**src/rtl/cross_pkg.sv**
```systemverilog
// Shared types and width helpers for the cross-product scheduler.
// Widths are exact: a (COORD_W+1)-bit difference squared never exceeds 2*COORD_W+2 bits.
package cross_pkg;

  typedef enum logic [1:0] {
    IDLE = 2'd0,
    MUL0 = 2'd1,
    MUL1 = 2'd2,
    DONE = 2'd3
  } state_t;

  function automatic int diff_w(input int coord_w);
    return coord_w + 1;
  endfunction

  function automatic int prod_w(input int coord_w);
    return 2 * coord_w + 2;
  endfunction

  function automatic int res_w(input int coord_w);
    return 2 * coord_w + 3;
  endfunction

  localparam int COORD_W_DFLT = 16;
  localparam int DIFF_W       = diff_w(COORD_W_DFLT);
  localparam int PROD_W       = prod_w(COORD_W_DFLT);
  localparam int RES_W        = res_w(COORD_W_DFLT);

endpackage

```
**src/rtl/cross_mac.sv**
```systemverilog
// Combinational difference-of-differences multiplier: prod = (p0-p1)*(q0-q1).
// Single instance in cross_sched; the scheduler time-shares it across two cycles.
module cross_mac
  import cross_pkg::*;
#(
  parameter int COORD_W = 16
) (
  input  logic signed [COORD_W-1:0]          p0,
  input  logic signed [COORD_W-1:0]          p1,
  input  logic signed [COORD_W-1:0]          q0,
  input  logic signed [COORD_W-1:0]          q1,
  output logic signed [prod_w(COORD_W)-1:0]  prod
);

  localparam int DW = diff_w(COORD_W);
  localparam int PW = prod_w(COORD_W);

  logic signed [DW-1:0] dp;
  logic signed [DW-1:0] dq;

  // One extra bit on each difference keeps the subtraction exact
  assign dp   = DW'(p0) - DW'(p1);
  assign dq   = DW'(q0) - DW'(q1);
  assign prod = PW'(dp) * PW'(dq);

endmodule

```
**src/rtl/cross_sched.sv**
```systemverilog
// Two-cycle scheduler for C = (ax-ox)*(by-oy) - (bx-ox)*(ay-oy) over one shared cross_mac.
// Optional macro CROSS_COLINEAR_EN adds registered out_zero/out_neg flags.
module cross_sched
  import cross_pkg::*;
#(
  parameter  int COORD_W = 16,
  localparam int RES_W   = res_w(COORD_W)
) (
  input  logic                      clk,
  input  logic                      rst_n,
  input  logic                      in_valid,
  output logic                      in_ready,
  input  logic signed [COORD_W-1:0] o_x,
  input  logic signed [COORD_W-1:0] o_y,
  input  logic signed [COORD_W-1:0] a_x,
  input  logic signed [COORD_W-1:0] a_y,
  input  logic signed [COORD_W-1:0] b_x,
  input  logic signed [COORD_W-1:0] b_y,
  output logic                      out_valid,
  input  logic                      out_ready,
  output logic signed [RES_W-1:0]   out_data,
`ifdef CROSS_COLINEAR_EN
  output logic                      out_zero,
  output logic                      out_neg,
`endif
  output state_t                    dbg_state
);

  localparam int PW = prod_w(COORD_W);

  state_t state, state_nxt;

  logic signed [COORD_W-1:0] ox_r, oy_r, ax_r, ay_r, bx_r, by_r;
  logic signed [COORD_W-1:0] mac_p0, mac_p1, mac_q0, mac_q1;
  logic signed [PW-1:0]      mac_prod;
  logic signed [PW-1:0]      p0_r;
  logic signed [RES_W-1:0]   res_nxt;
  logic                      accept;

  // Handshake: a transfer happens on a rising edge where valid && ready are both high.
  // in_ready is high in IDLE, or in DONE while the consumer is taking the current result,
  // so a new set can be accepted on the same edge the old result retires.
  // out_valid stays high with out_data stable until out_ready is seen.
  assign in_ready  = (state == IDLE) || ((state == DONE) && out_ready);
  assign accept    = in_valid && in_ready;
  assign dbg_state = state;

  always_ff @(posedge clk or negedge rst_n) begin
    if (!rst_n) state <= IDLE;
    else        state <= state_nxt;
  end

  always_comb begin
    state_nxt = state;
    unique case (state)
      IDLE: if (accept) state_nxt = MUL0;
      MUL0: state_nxt = MUL1;
      MUL1: state_nxt = DONE;
      DONE: begin
        if (out_ready) state_nxt = in_valid ? MUL0 : IDLE;
      end
      default: state_nxt = IDLE;
    endcase
  end

  // First product uses (a_x,o_x,b_y,o_y); MUL1 swaps in the second term's operands
  always_comb begin
    mac_p0 = ax_r;
    mac_p1 = ox_r;
    mac_q0 = by_r;
    mac_q1 = oy_r;
    if (state == MUL1) begin
      mac_p0 = bx_r;
      mac_q0 = ay_r;
    end
  end

  cross_mac #(.COORD_W(COORD_W)) u_mac (
    .p0   (mac_p0),
    .p1   (mac_p1),
    .q0   (mac_q0),
    .q1   (mac_q1),
    .prod (mac_prod)
  );

  assign res_nxt = RES_W'(p0_r) - RES_W'(mac_prod);

  always_ff @(posedge clk or negedge rst_n) begin
    if (!rst_n) begin
      ox_r      <= '0;
      oy_r      <= '0;
      ax_r      <= '0;
      ay_r      <= '0;
      bx_r      <= '0;
      by_r      <= '0;
      p0_r      <= '0;
      out_data  <= '0;
      out_valid <= 1'b0;
`ifdef CROSS_COLINEAR_EN
      out_zero  <= 1'b0;
      out_neg   <= 1'b0;
`endif
    end else begin
      if (accept) begin
        ox_r <= o_x;
        oy_r <= o_y;
        ax_r <= a_x;
        ay_r <= a_y;
        bx_r <= b_x;
        by_r <= b_y;
      end
      if (state == MUL0) p0_r <= mac_prod;
      if (state == MUL1) begin
        out_data  <= res_nxt;
        out_valid <= 1'b1;
`ifdef CROSS_COLINEAR_EN
        out_zero  <= (res_nxt == '0);
        out_neg   <= res_nxt[RES_W-1];
`endif
      end else if ((state == DONE) && out_ready) begin
        // out_data keeps its last value after retirement
        out_valid <= 1'b0;
      end
    end
  end

endmodule

```
**config.mk**
```make
export PLATFORM = sky130hd
export DESIGN_NAME = cross_sched
export DESIGN_NICKNAME = d
export VERILOG_FILES = /design/src/rtl/cross_pkg.sv /design/src/rtl/cross_mac.sv /design/src/rtl/cross_sched.sv
export SDC_FILE = /design/constraint.sdc
export NUM_CORES = 1
export LEC_CHECK = 0
export BUFFER_PORTS_ARGS = -buffer_cell sky130_fd_sc_hd__buf_4
export CORE_MARGIN = 3
export CORE_UTILIZATION = 45
export CTS_BUF_LIST = sky130_fd_sc_hd__clkbuf_4 sky130_fd_sc_hd__clkbuf_8
export DETAILED_ROUTE_END_ITERATION = 16
export PLACE_DENSITY_LB_ADDON = 0.1
export SLEW_MARGIN = 20
export SYNTH_ARGS = -nofsm -noshare
export SYNTH_HDL_FRONTEND = slang
export SYNTH_HIERARCHICAL = 1
export SYNTH_SLANG_ARGS = --single-unit
```
**constraint.sdc**
```tcl
create_clock -name clk -period 12.8 [get_ports clk]
set_input_delay 0 -clock clk [delete_from_list [all_inputs] [get_ports clk]]
set_output_delay 0 -clock clk [all_outputs]
set_load 0.01 [all_outputs]
```
==> reports/results.ini <==
[flow_run]
cap_viol_max_count = 0

[clock_network]
post_cts.repair.setup_buffers = 0
cts_buffers = 17
clk_latency_ns = 0.58
clockBufferDepth = 2
cts_tree = built
post_cts_resized = 0
postCtsHoldBufs = 99
htree_levels = 4
clock_sinks = 168
clkTransAtPathRegs_ns = 0.14
cts_root_buf = clkbuf_8

[worst_setup_path]
r2r_slack_ns = 1.09
endpoint_kind = flop
critPathLaunchType = flop
critPathBufInv = 7
critPathRequiredTime_ns = 13.25
critical-path-max-stage-delay_ns = 0.86
critical_path_arrival_ns = 12.16
path_delay_family = adder cells
cp-startpoint = dbg_state[0]
reg2reg_from = dbg_state[0]
slowest_stage = a31oi_1
r2r_cells = 40
r2r-end = out_data[32]
critPathKind = flop to flop
critPathMaxFanout = 13

[layout]
final_cell_mix = 412 x inv_1, 300 x fa_1, 190 x nand2_1, 178 x mux2_2, 173 x nor2_1
nets = 2998
layout_commonest_cell = inv_1
fin_cells = 3064
areaGrowthSynthToFinish_pct = 14.74
drive_above_1_share_pct = 17.30
nFillCells = 4334

[sta]
worst_slew_pin_slew_ns = 1.070
timing.fmax_mhz = 85.42
rsz0062_at_grt = false
final_hold_viol_count = 0
drv_slew = 0
period_share_pct = 91.46
fin_skew_ns = 0.03763
setup_viol_count_final = 0
relSlewSlack_pct = 28.39
fin_crit_ns = 11.71
worst_slack_ns = 1.093
setup_tns_ns = 0

[routing]
drtIter0Drc = 887
routedWlPerCell_um = 18.04
first_pass_iters = 5
dr.max_layer_used = met4
vias = 16230
wl_met3_um = 2822
wl_um = 55290
ant_nets = 0
wl_met1_um = 23680
viasPerCell = 5.296
wl_met2_um = 27480
drc = 0

[worst_hold_path]
min_path_type = primary input to asynchronous set/reset pin

[placement]
post-place-ws_ns = 1.137
place_inst = 2932
io_buffers = 138
routabilityCongestion = 0.9331
dp_hpwl_um = 43180

[floorplan]
core_area_um2 = 46750
dieArea_um2 = 50290
num_rows = 79
die_h_um = 224.3
die-width_um = 224.3
initial_utilization_pct = 45.85
io_pins = 139

[global_route]
grt_usage_pct = 23.48
first_global_vias = 17770
antenna_found_initial = 0
grt_pass1_wl_um = 93000
grt_max_degree = 94
grt_remaining_overflow = 0

[synth]
syn-num-nets = 2789
ys_ff_latch = 168
synth_edf_count = 0
ys.flop_type = dfrtp_1
synthDistinctLibCells = 82
ys_warn_count = 6
syn_avg_cell_area_um2 = 9.595
synthesis.area_um2 = 21440
async_reset_ff_share_pct = 100.0
ys_seq_area_share_pct = 19.61
synth_cells = 2234

[run_status]
outcome = finished, final reports clean

area by class of cell:
type	instances	area, um2	area share [%]
diodes	1	2.502	0.01017
clock buffers	17	234.0	0.9513
clock inverters	15	150.1	0.6104
inverters	413	1550	6.303
multi-input cells	1574	15420	62.71
flip-flops and latches	168	4204	17.09
well taps	607	759.5	3.088
repair buffers	269	2271	9.233
worst reg2reg max path: cells and delay by family (launching register included):
kind	cells	cell delay [ns]
AO/OA/AOI/OAI	11	3.19
XOR/XNOR	2	0.34
adder cells (fa/ha/maj)	11	5.11
buffers and inverters	7	0.59
flip-flops	1	0.43
multiplexers	2	0.48
AND/OR/NAND/NOR	7	1.46
registers in the layout, summed over array words and instances (netlist names):
| signal | flops |
|---|---|
| out_data | 35 |
| p0_r | 34 |
| ax_r | 16 |
| ay_r | 16 |
| bx_r | 16 |
| by_r | 16 |
| mac_p1 | 16 |
| mac_q1 | 16 |
| dbg_state | 2 |
| out_valid | 1 |
stage by stage:
step / hold slack (ns) / utilization [%] / instance area (um2)
after floorplan: -0.2956 / - / 21440
after global placement: 0.1809 / 49.61 / 23190
after detailed placement: 0.1943 / 49.62 / 23200
after CTS: 0.09861 / 52.56 / 24570
after global routing: 0.1730 / 52.60 / 24590
final: 0.1237 / 52.61 / 24600
routing by layer:
layer / GRT usage, % / vias to the layer above
li1: - / 7600
met1: 30.53 / 8186
met2: 40.50 / 364
met3: 3.981 / 76
met4: 7.054 / 0
met5: 0 / -
synth_stat cells, types with 7 or more instances:
master	instances	area share, %
o21ai_0	50	1.2
ha_1	155	9.0
nand2b_1	23	0.67
o21a_1	26	0.91
a211o_1	8	0.33
nand4_1	18	0.53
nor2_1	173	3.0
o211ai_1	10	0.35
or3_1	7	0.20
xnor2_1	65	2.7
and3_1	9	0.26
or2_2	12	0.35
fa_1	300	28
nor3_1	22	0.51
xor2_1	26	1.1
buf_1	14	0.25
dfrtp_1	168	20
a31oi_1	15	0.44
inv_1	412	7.2
and2_1	19	0.55
mux2_2	178	9.4
nand2_1	191	3.3
nand3_1	34	0.79
nor2b_1	24	0.70
a21o_1	21	0.74
a21oi_1	79	1.8
clkbuf_1	54	0.95
kinds of logic (layout without fill, tap and decap cells):
| group | Yosys count | count (layout) | share of synthesized area (%) |
|---|---|---|---|
| other cells | 0 | 1 | 0 |
| mux | 183 | 183 | 9.608 |
| buf+inv | 492 | 714 | 8.750 |
| compound gates | 289 | 289 | 9.316 |
| flops | 168 | 168 | 19.61 |
| simple gates | 555 | 555 | 11.86 |
| xor+xnor | 92 | 92 | 3.794 |
| fa+ha+maj | 455 | 455 | 37.07 |
worst max-delay path by stage:
stage / cells after the start / endpoint
5_1_grt: 40 / out_data[32]
3_3_place_gp: 40 / out_data[32]
2_1_floorplan: 43 / out_data[32]
6_report: 40 / out_data[32]
4_1_cts: 40 / out_data[32]
3_5_place_dp: 40 / out_data[32]
Power is left out: the tool's default activity adds up to more than one toggle a clock period on the data nets, which glitch-free logic cannot reach.
